File: src/rtl/ctrl_pkg.sv
// rtl/ctrl_pkg.sv - shared encodings and control-word layout for the P6 pipelined control unit
package ctrl_pkg;

  localparam logic [5:0] OP_RTYPE = 6'h00;
  localparam logic [5:0] OP_J     = 6'h02;
  localparam logic [5:0] OP_JAL   = 6'h03;
  localparam logic [5:0] OP_BEQ   = 6'h04;
  localparam logic [5:0] OP_BNE   = 6'h05;
  localparam logic [5:0] OP_ADDI  = 6'h08;
  localparam logic [5:0] OP_ADDIU = 6'h09;
  localparam logic [5:0] OP_ANDI  = 6'h0c;
  localparam logic [5:0] OP_ORI   = 6'h0d;
  localparam logic [5:0] OP_LUI   = 6'h0f;
  localparam logic [5:0] OP_LB    = 6'h20;
  localparam logic [5:0] OP_LW    = 6'h23;
  localparam logic [5:0] OP_SB    = 6'h28;
  localparam logic [5:0] OP_SW    = 6'h2b;

  localparam logic [5:0] F_JR    = 6'h08;
  localparam logic [5:0] F_MFHI  = 6'h10;
  localparam logic [5:0] F_MTHI  = 6'h11;
  localparam logic [5:0] F_MFLO  = 6'h12;
  localparam logic [5:0] F_MTLO  = 6'h13;
  localparam logic [5:0] F_MULT  = 6'h18;
  localparam logic [5:0] F_MULTU = 6'h19;
  localparam logic [5:0] F_DIV   = 6'h1a;
  localparam logic [5:0] F_DIVU  = 6'h1b;
  localparam logic [5:0] F_ADDU  = 6'h21;
  localparam logic [5:0] F_SUBU  = 6'h23;
  localparam logic [5:0] F_AND   = 6'h24;
  localparam logic [5:0] F_OR    = 6'h25;
  localparam logic [5:0] F_SLT   = 6'h2a;
  localparam logic [5:0] F_SLTU  = 6'h2b;

  typedef enum logic [1:0] {JMP_PC4 = 2'b00, JMP_BR = 2'b01, JMP_J = 2'b10, JMP_RS = 2'b11} jump_t;
  typedef enum logic [1:0] {WD_ALU = 2'b00, WD_DM = 2'b01, WD_PC8 = 2'b10, WD_HILO = 2'b11} wd_t;
  typedef enum logic [1:0] {MD_MULT = 2'b00, MD_MULTU = 2'b01, MD_DIV = 2'b10, MD_DIVU = 2'b11} md_op_t;
  typedef enum logic [1:0] {SZ_WORD = 2'b00, SZ_BYTE = 2'b01} dm_size_t;

  // ALU_NONE keeps an all-zero control word meaning "no operation"
  typedef enum logic [3:0] {
    ALU_NONE = 4'd0, ALU_ADD = 4'd1, ALU_SUB = 4'd2, ALU_AND = 4'd3,
    ALU_OR   = 4'd4, ALU_SLT = 4'd5, ALU_SLTU = 4'd6, ALU_LUI = 4'd7
  } alu_t;

  typedef struct packed {
    wd_t        wd;
    logic [4:0] a3;
    logic       grf_we;
  } w_word_t;

  typedef struct packed {
    logic     dm_we;
    logic     dm_re;
    dm_size_t dm_size;
    w_word_t  w;
  } m_word_t;

  typedef struct packed {
    alu_t       alu;
    logic       alub;
    logic       md_start;
    md_op_t     md_op;
    logic [1:0] hilo_we;
    m_word_t    m;
  } e_word_t;

  // md_use flags the eight ops that must wait for the mult/div unit
  typedef struct packed {
    jump_t   jump;
    logic    ext;
    logic    md_use;
    e_word_t e;
  } ctrl_word_t;

  localparam ctrl_word_t NOP_WORD = '0;
  localparam e_word_t    NOP_E    = '0;
  localparam m_word_t    NOP_M    = '0;
  localparam w_word_t    NOP_W    = '0;

endpackage

File: src/rtl/ctrl_decode.sv
// rtl/ctrl_decode.sv - combinational instruction to control-word decoder for the D stage
module ctrl_decode
  import ctrl_pkg::*;
(
  input  logic [31:0] instr,
  input  logic        equal,
  output ctrl_word_t  word
);

  logic [5:0] op;
  logic [5:0] funct;
  logic [4:0] rt;
  logic [4:0] rd;
  logic [4:0] dest;
  logic       wr;
  logic       unused_fields;

  assign op    = instr[31:26];
  assign funct = instr[5:0];
  assign rt    = instr[20:16];
  assign rd    = instr[15:11];
  assign unused_fields = &{1'b0, instr[25:21], instr[10:6]};

  always_comb begin
    word = NOP_WORD;
    dest = 5'd0;
    wr   = 1'b0;
    case (op)
      OP_RTYPE: begin
        dest = rd;
        case (funct)
          F_ADDU: begin word.e.alu = ALU_ADD;  wr = 1'b1; end
          F_SUBU: begin word.e.alu = ALU_SUB;  wr = 1'b1; end
          F_AND:  begin word.e.alu = ALU_AND;  wr = 1'b1; end
          F_OR:   begin word.e.alu = ALU_OR;   wr = 1'b1; end
          F_SLT:  begin word.e.alu = ALU_SLT;  wr = 1'b1; end
          F_SLTU: begin word.e.alu = ALU_SLTU; wr = 1'b1; end
          F_JR:   word.jump = JMP_RS;
          F_MULT, F_MULTU, F_DIV, F_DIVU: begin
            word.md_use     = 1'b1;
            word.e.md_start = 1'b1;
            word.e.md_op    = md_op_t'(funct[1:0]);
          end
          F_MFHI, F_MFLO: begin
            word.md_use   = 1'b1;
            word.e.m.w.wd = WD_HILO;
            wr            = 1'b1;
          end
          F_MTHI: begin word.md_use = 1'b1; word.e.hilo_we = 2'b10; end
          F_MTLO: begin word.md_use = 1'b1; word.e.hilo_we = 2'b01; end
          default: ;
        endcase
      end
      OP_ADDI, OP_ADDIU: begin
        word.e.alu = ALU_ADD; word.e.alub = 1'b1; word.ext = 1'b1;
        dest = rt; wr = 1'b1;
      end
      OP_ANDI: begin word.e.alu = ALU_AND; word.e.alub = 1'b1; dest = rt; wr = 1'b1; end
      OP_ORI:  begin word.e.alu = ALU_OR;  word.e.alub = 1'b1; dest = rt; wr = 1'b1; end
      OP_LUI:  begin word.e.alu = ALU_LUI; word.e.alub = 1'b1; dest = rt; wr = 1'b1; end
      OP_LW, OP_LB: begin
        word.e.alu = ALU_ADD; word.e.alub = 1'b1; word.ext = 1'b1;
        word.e.m.dm_re   = 1'b1;
        word.e.m.dm_size = (op == OP_LB) ? SZ_BYTE : SZ_WORD;
        word.e.m.w.wd    = WD_DM;
        dest = rt; wr = 1'b1;
      end
      OP_SW, OP_SB: begin
        word.e.alu = ALU_ADD; word.e.alub = 1'b1; word.ext = 1'b1;
        word.e.m.dm_we   = 1'b1;
        word.e.m.dm_size = (op == OP_SB) ? SZ_BYTE : SZ_WORD;
      end
      OP_BEQ: begin word.ext = 1'b1; word.jump = equal ? JMP_BR : JMP_PC4; end
      OP_BNE: begin word.ext = 1'b1; word.jump = equal ? JMP_PC4 : JMP_BR; end
      OP_J:   word.jump = JMP_J;
      OP_JAL: begin
        word.jump     = JMP_J;
        word.e.m.w.wd = WD_PC8;
        dest = 5'd31; wr = 1'b1;
      end
      default: ;
    endcase
    // $0 is never written, so a zero destination collapses to no write at all
    if (wr && (dest != 5'd0)) begin
      word.e.m.w.a3     = dest;
      word.e.m.w.grf_we = 1'b1;
    end
  end

endmodule

File: src/rtl/ctrl_pipe.sv
// rtl/ctrl_pipe.sv - pipelined control unit: D decode, E/M/W control registers, mult/div busy sequencing
module ctrl_pipe
  import ctrl_pkg::*;
#(
  parameter int MULT_CYCLES = 5,
  parameter int DIV_CYCLES  = 10,
  parameter int CNT_W       = 4
) (
  input  logic        clk,
  input  logic        reset,
  input  logic [31:0] instr_d,
  input  logic        equal,
  input  logic        larger,
  input  logic        smaller,
  input  logic        stall,
  output logic [1:0]  jump_ctrl_d,
  output logic        ext_ctrl_d,
  output logic [3:0]  alu_ctrl_e,
  output logic        alub_ctrl_e,
  output logic        md_start_e,
  output logic [1:0]  md_op_e,
  output logic [1:0]  hilo_we_e,
  output logic        md_busy,
  output logic        md_stall,
  output logic        dm_we_m,
  output logic        dm_re_m,
  output logic [1:0]  dm_size_m,
  output logic [1:0]  wd_ctrl_w,
  output logic [4:0]  a3_w,
  output logic        grf_we_w
);

  ctrl_word_t       d_word;
  e_word_t          e_q;
  m_word_t          m_q;
  w_word_t          w_q;
  logic [CNT_W-1:0] busy_cnt;
  logic [CNT_W-1:0] load_val;
  logic             hold;
  logic             unused_cmp;

  // larger/smaller are reserved for the signed-compare branches not yet decoded
  assign unused_cmp = &{1'b0, larger, smaller};

  ctrl_decode u_decode (
    .instr (instr_d),
    .equal (equal),
    .word  (d_word)
  );

  assign md_busy  = (busy_cnt != '0) || e_q.md_start;
  assign md_stall = d_word.md_use && md_busy;
  assign hold     = stall || md_stall;

  assign jump_ctrl_d = hold ? JMP_PC4 : d_word.jump;
  assign ext_ctrl_d  = d_word.ext;

  assign load_val = e_q.md_op[1] ? CNT_W'(DIV_CYCLES) : CNT_W'(MULT_CYCLES);

  always_ff @(posedge clk) begin
    if (!reset) begin
      e_q      <= NOP_E;
      m_q      <= NOP_M;
      w_q      <= NOP_W;
      busy_cnt <= '0;
    end else begin
      e_q <= hold ? NOP_E : d_word.e;
      m_q <= e_q.m;
      w_q <= m_q.w;
      // a start arriving while already counting is dropped rather than reloading
      if (e_q.md_start && (busy_cnt == '0)) begin
        busy_cnt <= load_val;
      end else if (busy_cnt != '0) begin
        busy_cnt <= busy_cnt - CNT_W'(1);
      end
    end
  end

  assign alu_ctrl_e  = e_q.alu;
  assign alub_ctrl_e = e_q.alub;
  assign md_start_e  = e_q.md_start;
  assign md_op_e     = e_q.md_op;
  assign hilo_we_e   = e_q.hilo_we;
  assign dm_we_m     = m_q.dm_we;
  assign dm_re_m     = m_q.dm_re;
  assign dm_size_m   = m_q.dm_size;
  assign wd_ctrl_w   = w_q.wd;
  assign a3_w        = w_q.a3;
  assign grf_we_w    = w_q.grf_we;

endmodule

File: config.mk
export PLATFORM = sky130hd
export DESIGN_NAME = ctrl_pipe
export DESIGN_NICKNAME = d
export VERILOG_FILES = /design/src/rtl/ctrl_pkg.sv /design/src/rtl/ctrl_decode.sv /design/src/rtl/ctrl_pipe.sv
export SDC_FILE = /design/constraint.sdc
export NUM_CORES = 1
export LEC_CHECK = 0
export ABC_AREA = 1
export CAP_MARGIN = 20
export CORE_MARGIN = 1
export CORE_UTILIZATION = 41
export DETAILED_ROUTE_END_ITERATION = 12
export GPL_TIMING_DRIVEN = 0
export PLACE_DENSITY_LB_ADDON = 0.2
export SLEW_MARGIN = 25
export SYNTH_ARGS = -nofsm -noshare
export SYNTH_HDL_FRONTEND = slang
export SYNTH_SLANG_ARGS = --single-unit
File: constraint.sdc
create_clock -name clk -period 1.6 [get_ports clk]
set_clock_uncertainty 0.2 [all_clocks]
set_input_delay 0.32 -clock clk [delete_from_list [all_inputs] [get_ports clk]]
set_output_delay 0.32 -clock clk [all_outputs]
set_load 0.05 [all_outputs]
==> results of run 1 <==
[power groups by stage]
stage               Combinational (uW)  Clock, uW  Sequential [uW]
floorplan                          554          0             1160
global placement                   737          0             1160
finish                            1100        682             1140
detailed placement                 753          0             1160
global route                      1180        747             1150
CTS                                917        708             1140
[per-stage QoR]
stage	total power, uW	setup TNS, ns
floorplan	1720	-1.05
global placement	1900	-17.14
detailed placement	1920	-17.52
CTS	2770	-3.13
global route	3070	-6.43
finish	2930	-3.93
[kinds of logic (layout without fill, tap and decap cells)]
kind of cell               count (synthesis)  after routing  share of synthesized area
and+or+nand+nor                          125            125                      0.309
buffers and inverters                     66            152                      0.147
DFF                                       43             43                      0.434
AOI/OAI and AO/OA                         25             25                     0.0870
adders and majority gates                  2              2                     0.0126
xor gates and xnor gates                   2              2                    0.00882
other                                      1              2                    0.00189
[final timing paths]
path | depth (start not counted) | start | slack [ns] | to
max | 9 | busy_cnt[0] | -0.49 | jump_ctrl_d[0]
min | 3 | instr_d[26] | 0.09 | alu_ctrl_e[2]
max reg2reg | 12 | busy_cnt[0] | -0.24 | e_q[2]
min reg2reg | 2 | e_q[4] | 0.21 | m_q[4]
[sequential cells by signal (all words and copies together), names as in the netlist, 2 cells and up]
signal      flops
busy_cnt        4
hilo_we_e       2
m_q             8
alu_ctrl_e      3
a3_w            5
wd_ctrl_w       2
e_q            11
md_op_e         2
[timing repair]
item,in CTS,in global routing
gates cloned,0,0
setup endpoints to repair,45,36
gates resized for setup,161,49
setup buffers,23,9
pin swaps,15,13
[layer usage]
layer	GRT usage	vias up	part of all wire
li1	-	974	-
met3	0.0295	10	0.031
met1	0.214	776	0.43
met4	0.0763	0	0.021
met2	0.327	46	0.52
met5	0	-	0
[Yosys cell counts (all sizes together)]
| cell | count | area [sq um] |
|---|---|---|
| clkinv | 1 | 3.75 |
| dfxtp | 43 | 861 |
| a211oi | 1 | 7.51 |
| clkbuf | 2 | 7.51 |
| nor3b | 1 | 7.51 |
| o2111ai | 1 | 8.76 |
| nor3 | 3 | 15.0 |
| nand3 | 17 | 103 |
| and2 | 1 | 6.26 |
| a31oi | 4 | 40.0 |
| ha | 2 | 25.0 |
| xor2 | 2 | 17.5 |
| buf | 11 | 86.3 |
| nor2 | 37 | 189 |
| nand2 | 58 | 240 |
| nand3b | 2 | 15.0 |
| nor4 | 1 | 6.26 |
| o21ai | 3 | 26.3 |
| nand4 | 5 | 31.3 |
| a2111oi | 1 | 8.76 |
| inv | 52 | 195 |
| conb | 1 | 3.75 |
| a21oi | 14 | 73.8 |
| o211ai | 1 | 7.51 |
[tightest hold or removal path: stages]
cell and delay (ns):
buf_8 0.09, a31oi_1 0.08, nor2_2 0.07
[layout make-up]
type	instances	area, sq um	area share
Multi-Input combinational cell	156	1090	0.346
Clock inverter	3	22.5	0.00716
Inverter	53	216	0.0688
Buffer	13	93.8	0.0298
Timing Repair Buffer	78	723	0.230
Tap cell	52	65.1	0.0207
Clock buffer	5	68.8	0.0219
Sequential cell	43	867	0.276
==> results.ini, run 1 <==
[placement]
place.gp.congestion=0.899
dpl.cell_count=366
postPlaceCellArea_sq_um=2640
io_buffer_count=49
pre_cts_ws_ns=-1.57
hpwl_um=2890

[synthesis]
yosysSeqAreaShare=0.434
netlist_area_sq_um=1990
synthCells=264
syn_area_per_cell_sq_um=7.52
ys_ff_latch=43
ys.warnings.count=0
ys_types=35

[grt]
grt_max_degree=16
grt_use_total=0.181
antenna_found_initial=0
grt_pass1_wl_um=7290
grt_pass1_vias=1681
overflow=0

[cts]
ctsHtreeMaxLevel=2
cts_tree=yes
clock_sinks=43
clk_latency_ns=0.29
hold_buffers=0
clock_path_buffers=2
clkSlewWorstSetupHoldPaths_ns=0.08
cts_root_buf=clkbuf_8
cts_made_buffers=5

[power_and_ir_drop]
power_frac_seq=0.391
p_sw_uw=995
combPwrFrac=0.376
swShare=0.340
leakage_uw=0.00153
clkPwrFrac=0.233
peakVddDrop_uv=484
p_int_uw=1930
powerDensity_nw_per_um2=930

[worst_hold_path]
hold_class=in -> reg

[cells_and_area]
drive_above_1_share=0.433
layout_commonest_cell=nand2_1
final_cells=403
antenna_cells_inserted=0
syn_to_final_growth_pct=58.5
finish.utilization=0.699
nets=390
layout_common_cells=nand2_1, dfxtp_1, inv_1
fin_area_sq_um=3150
fill_cells=354

[floorplan]
coreArea_sq_um=4500
boundaryPins=65
initial_core_util=0.441
die_w_um=71.6
die_area_sq_um=5130
die_h_um=71.6
rows=24

[flow_run]
maxCapViolCount=0

[critical_path]
worst-path-buf-inv=4
cp_data_arrival_time_ns=1.57
end_kind=primary output
crit_path_top_delay_cell=dfxtp_2
critPathKind=reg -> out
startpoint_type=flip-flop
worstPathMaxFanout=4
cp_top_family=buffers and inverters
worstPathCellList=inv_4 > ha_4 > nand2_4 > clkinv_4 > nand2_8 > a31oi_4 > inv_2 > a21oi_4 > buf_6
slowest_delay_ns=0.34
worstPathRequired_ns=1.08

[drt]
wl_per_cell_um=11.3
drc=0
drt_iter0_drc=81
antenna_left=0
wirelength_um=4570
vias_per_cell=4.48
num_vias=1806
dr.pass1.iters=4

[sta]
hold_slack_ns=0.0929
setup_viol_count_final=27
fmax_mhz=479
worst_slack_ns=-0.488
min_period_over_period=1.31
drv_slew=0
rsz0062_at_grt=yes
period_needed_ns=2.09
hold_violations=0

[status]
violations=negative setup slack
status=complete, but fails checks

Power figures use the tool's default switching activity.
==> run 2, diff against run 1 <==
CORE_UTILIZATION = 43   (was 41)
SYNTH_HIERARCHICAL = 1   (was unset)
==> results.ini, run 2 <==
[status]
status=complete, but fails checks  ; unchanged
violations=negative setup slack  ; unchanged

[floorplan]
initial_core_util=0.444  ; was 0.441
die_w_um=74.7  ; was 71.6 um
die_h_um=74.7  ; was 71.6 um
die_area_sq_um=5570  ; was 5130 sq um
coreArea_sq_um=5110  ; was 4500 sq um
rows=26  ; was 24
boundaryPins=65  ; unchanged

[synthesis]
synth_edf_count=0  ; unchanged
synth_most_common_cell=inv_1  ; was nand2_1
synth_top_area_cell=dfxtp_1  ; unchanged
ys_types=34  ; was 35
async_reset_ff_frac=0  ; unchanged
syn_area_per_cell_sq_um=7.30  ; was 7.52 sq um
synthCells=311  ; was 264
ys_ff_latch=46  ; was 43
synth_top_area_share=0.406  ; was 0.434
netlist_area_sq_um=2270  ; was 1990 sq um
ys.warnings.count=6  ; was 0
yosysSeqAreaShare=0.406  ; was 0.434
synth_area_leaders=dfxtp_1, inv_1, nand2_1  ; was dfxtp_1, nand2_1, inv_1
synth-main-ff-cell=dfxtp_1  ; unchanged
ys_top_cells_by_count=inv_1, nand2_1, dfxtp_1  ; was nand2_1, inv_1, dfxtp_1

[critical_path]
critPathKind=in -> out  ; was reg -> out
slowest_delay_ns=0.15  ; was 0.34 ns
end_kind=primary output  ; unchanged
cp_data_arrival_time_ns=1.46  ; was 1.57 ns
worstPathCellList=buf_8 > nor2_4 > inv_2 > nor2_4 > buf_6 > nand4_1 > o311ai_2 > inv_1 > nor2_4 > buf_8  ; was inv_4 > ha_4 > nand2_4 > clkinv_4 > nand2_8 > a31oi_4 > inv_2 > a21oi_4 > buf_6
crit_path_frequent_cell=nor2_4
startpoint_type=input port  ; was flip-flop
crit_path_top_delay_cell=buf_8  ; was dfxtp_2
worstPathMaxFanout=4  ; unchanged
worstPathRequired_ns=1.08  ; about the same

[power_and_ir_drop]
peakVddDrop_uv=458  ; was 484 uV
leakage_uw=0.00168  ; was 0.00153 uW
powerDensity_nw_per_um2=866  ; was 930 nW/um^2
p_sw_uw=1010  ; was 995 uW
swShare=0.335  ; was 0.340
clkPwrFrac=0.240  ; was 0.233
p_int_uw=2010  ; was 1930 uW
power_frac_seq=0.409  ; was 0.391
combPwrFrac=0.351  ; was 0.376

[drt]
drt_iter0_drc=77  ; was 81
dr.pass1.iters=4  ; unchanged
wl_per_cell_um=10.6  ; was 11.3 um
num_vias=2046  ; was 1806
drc=0  ; unchanged
antenna_left=0  ; unchanged
wirelength_um=5040  ; was 4570 um
vias_per_cell=4.32  ; was 4.48

[placement]
hpwl_um=3170  ; was 2890 um
dpl.cell_count=433  ; was 366
place.gp.congestion=0.911  ; was 0.899
pre_cts_ws_ns=-1.52  ; was -1.57 ns
io_buffer_count=51  ; was 49

[sta]
fmax_mhz=505  ; was 479 MHz
rsz0062_at_grt=yes  ; unchanged
drv_slew=0  ; unchanged
min_period_over_period=1.24  ; was 1.31
worst_slack_ns=-0.381  ; was -0.488 ns
setup_viol_count_final=12  ; was 27
hold_violations=0  ; unchanged
period_needed_ns=1.98  ; was 2.09 ns

[flow_run]
maxCapViolCount=0  ; unchanged

[cts]
cts_tree=yes  ; unchanged
clkSlewWorstSetupHoldPaths_ns=0.09  ; was 0.08 ns
cts_made_buffers=5  ; unchanged
clk_latency_ns=0.29  ; about the same
clock_path_buffers=2  ; unchanged
ctsHtreeMaxLevel=2  ; unchanged
cts_root_buf=clkbuf_8  ; unchanged
clock_sinks=46  ; was 43

[grt]
overflow=0  ; unchanged
grt_max_degree=17  ; was 16
grt_pass1_vias=1777  ; was 1681
antenna_found_initial=0  ; unchanged
grt_use_total=0.182  ; was 0.181
grt_pass1_wl_um=7710  ; was 7290 um

[cells_and_area]
layout_commonest_cell=inv_1  ; was nand2_1
syn_to_final_growth_pct=53.6  ; was 58.5%
final_cells=474  ; was 403
antenna_cells_inserted=0  ; unchanged
layout_common_cells=inv_1, dfxtp_1, nand2_1, buf_4, nor2_2  ; was nand2_1, dfxtp_1, inv_1
nets=443  ; was 390
drive_above_1_share=0.443  ; was 0.433
largest_reg_flops=12  ; was 11
top_register=e_q  ; unchanged

[worst_hold_path]
hold_class=in -> reg  ; unchanged

-- run 2: cell count changes in the layout (fill, tap and decap cells not counted), sizes merged, moves of 3 or more --
cell,previous run,this run
inv,54,79
nor2,37,59
buf,57,67
a21oi,14,7
a31oi,4,0
nand2,58,54
nand3,17,21
clkdlybuf4s15,12,15
dfxtp,43,46
-- run 2: power groups by stage --
| stage | Clock (uW) | Combinational, uW | Sequential [uW] |
|---|---|---|---|
| finish | 725 | 1060 | 1240 |
| global route | 775 | 1140 | 1240 |
| global placement | 0 | 748 | 1250 |
| CTS | 737 | 902 | 1230 |
| detailed placement | 0 | 767 | 1260 |
| floorplan | 0 | 558 | 1250 |
-- run 2: layout make-up --
| cell class | instances | area (sq um) |
|---|---|---|
| buffer | 18 | 145 |
| clock buffer | 5 | 68.8 |
| clock inverter | 3 | 23.8 |
| fill | 404 | 1620 |
| inverter | 79 | 305 |
| multi-input combinational | 169 | 1150 |
| sequential | 46 | 923 |
| tap | 70 | 87.6 |
| timing repair buffer | 84 | 778 |
-- run 2: cells by family (layout without fill, tap and decap cells) --
group / count (synthesis) / after routing / synth area share
and+or+nand+nor: 147 / 147 / 0.342
buffers and inverters: 97 / 189 / 0.192
DFF: 46 / 46 / 0.406
AOI/OAI and AO/OA: 17 / 17 / 0.0436
adders and majority gates: 2 / 2 / 0.0110
other: 1 / 2 / 0.00165
xor gates and xnor gates: 1 / 1 / 0.00386
-- run 2: critical path, delay by kind of cell --
family                 cells  cell delay, ns
AO/OA/AOI/OAI              1            0.11
buffers and inverters      5            0.55
AND/OR/NAND/NOR            4            0.48
-- run 2: per-layer routing --
metal,GRT usage,up-vias,wire (um)
met5,0,-,0
met4,0.0650,0,72
met3,0.0428,8,275
met2,0.332,67,2630
met1,0.207,882,2060
li1,-,1089,-
-- run 2: stage by stage --
stage                     hold WS (ns)  total power, uW  TNS [ns]  utilization  cell area (sq um)
after global routing             0.227             3160     -2.80        0.683               3490
after floorplan                  0.190             1810     -2.05            -               2350
after detailed placement         0.195             2020    -26.37        0.577               2950
after global placement           0.194             2000    -25.60        0.577               2950
final                            0.209             3020     -1.65        0.683               3490
after CTS                        0.186             2870     -1.13        0.650               3320
-- run 2: worst paths after layout --
| check | from | endpoint | slack, ns | cells after the start |
|---|---|---|---|---|
| worst max-delay path | instr_d[31] | jump_ctrl_d[0] | -0.38 | 10 |
| worst max register to register | busy_cnt[0] | busy_cnt[0] | 0.11 | 8 |
| worst min register to register | e_q[6] | m_q[6] | 0.21 | 2 |
| worst min-delay path | instr_d[2] | hilo_we_e[0] | 0.21 | 4 |
-- run 2: timing repair --
item / in CTS / in global routing
setup buffers: 21 / 13
setup endpoints to repair: 47 / 35
pin swaps: 24 / 20
hold buffers: 0 / 0
gates resized for setup: 181 / 39
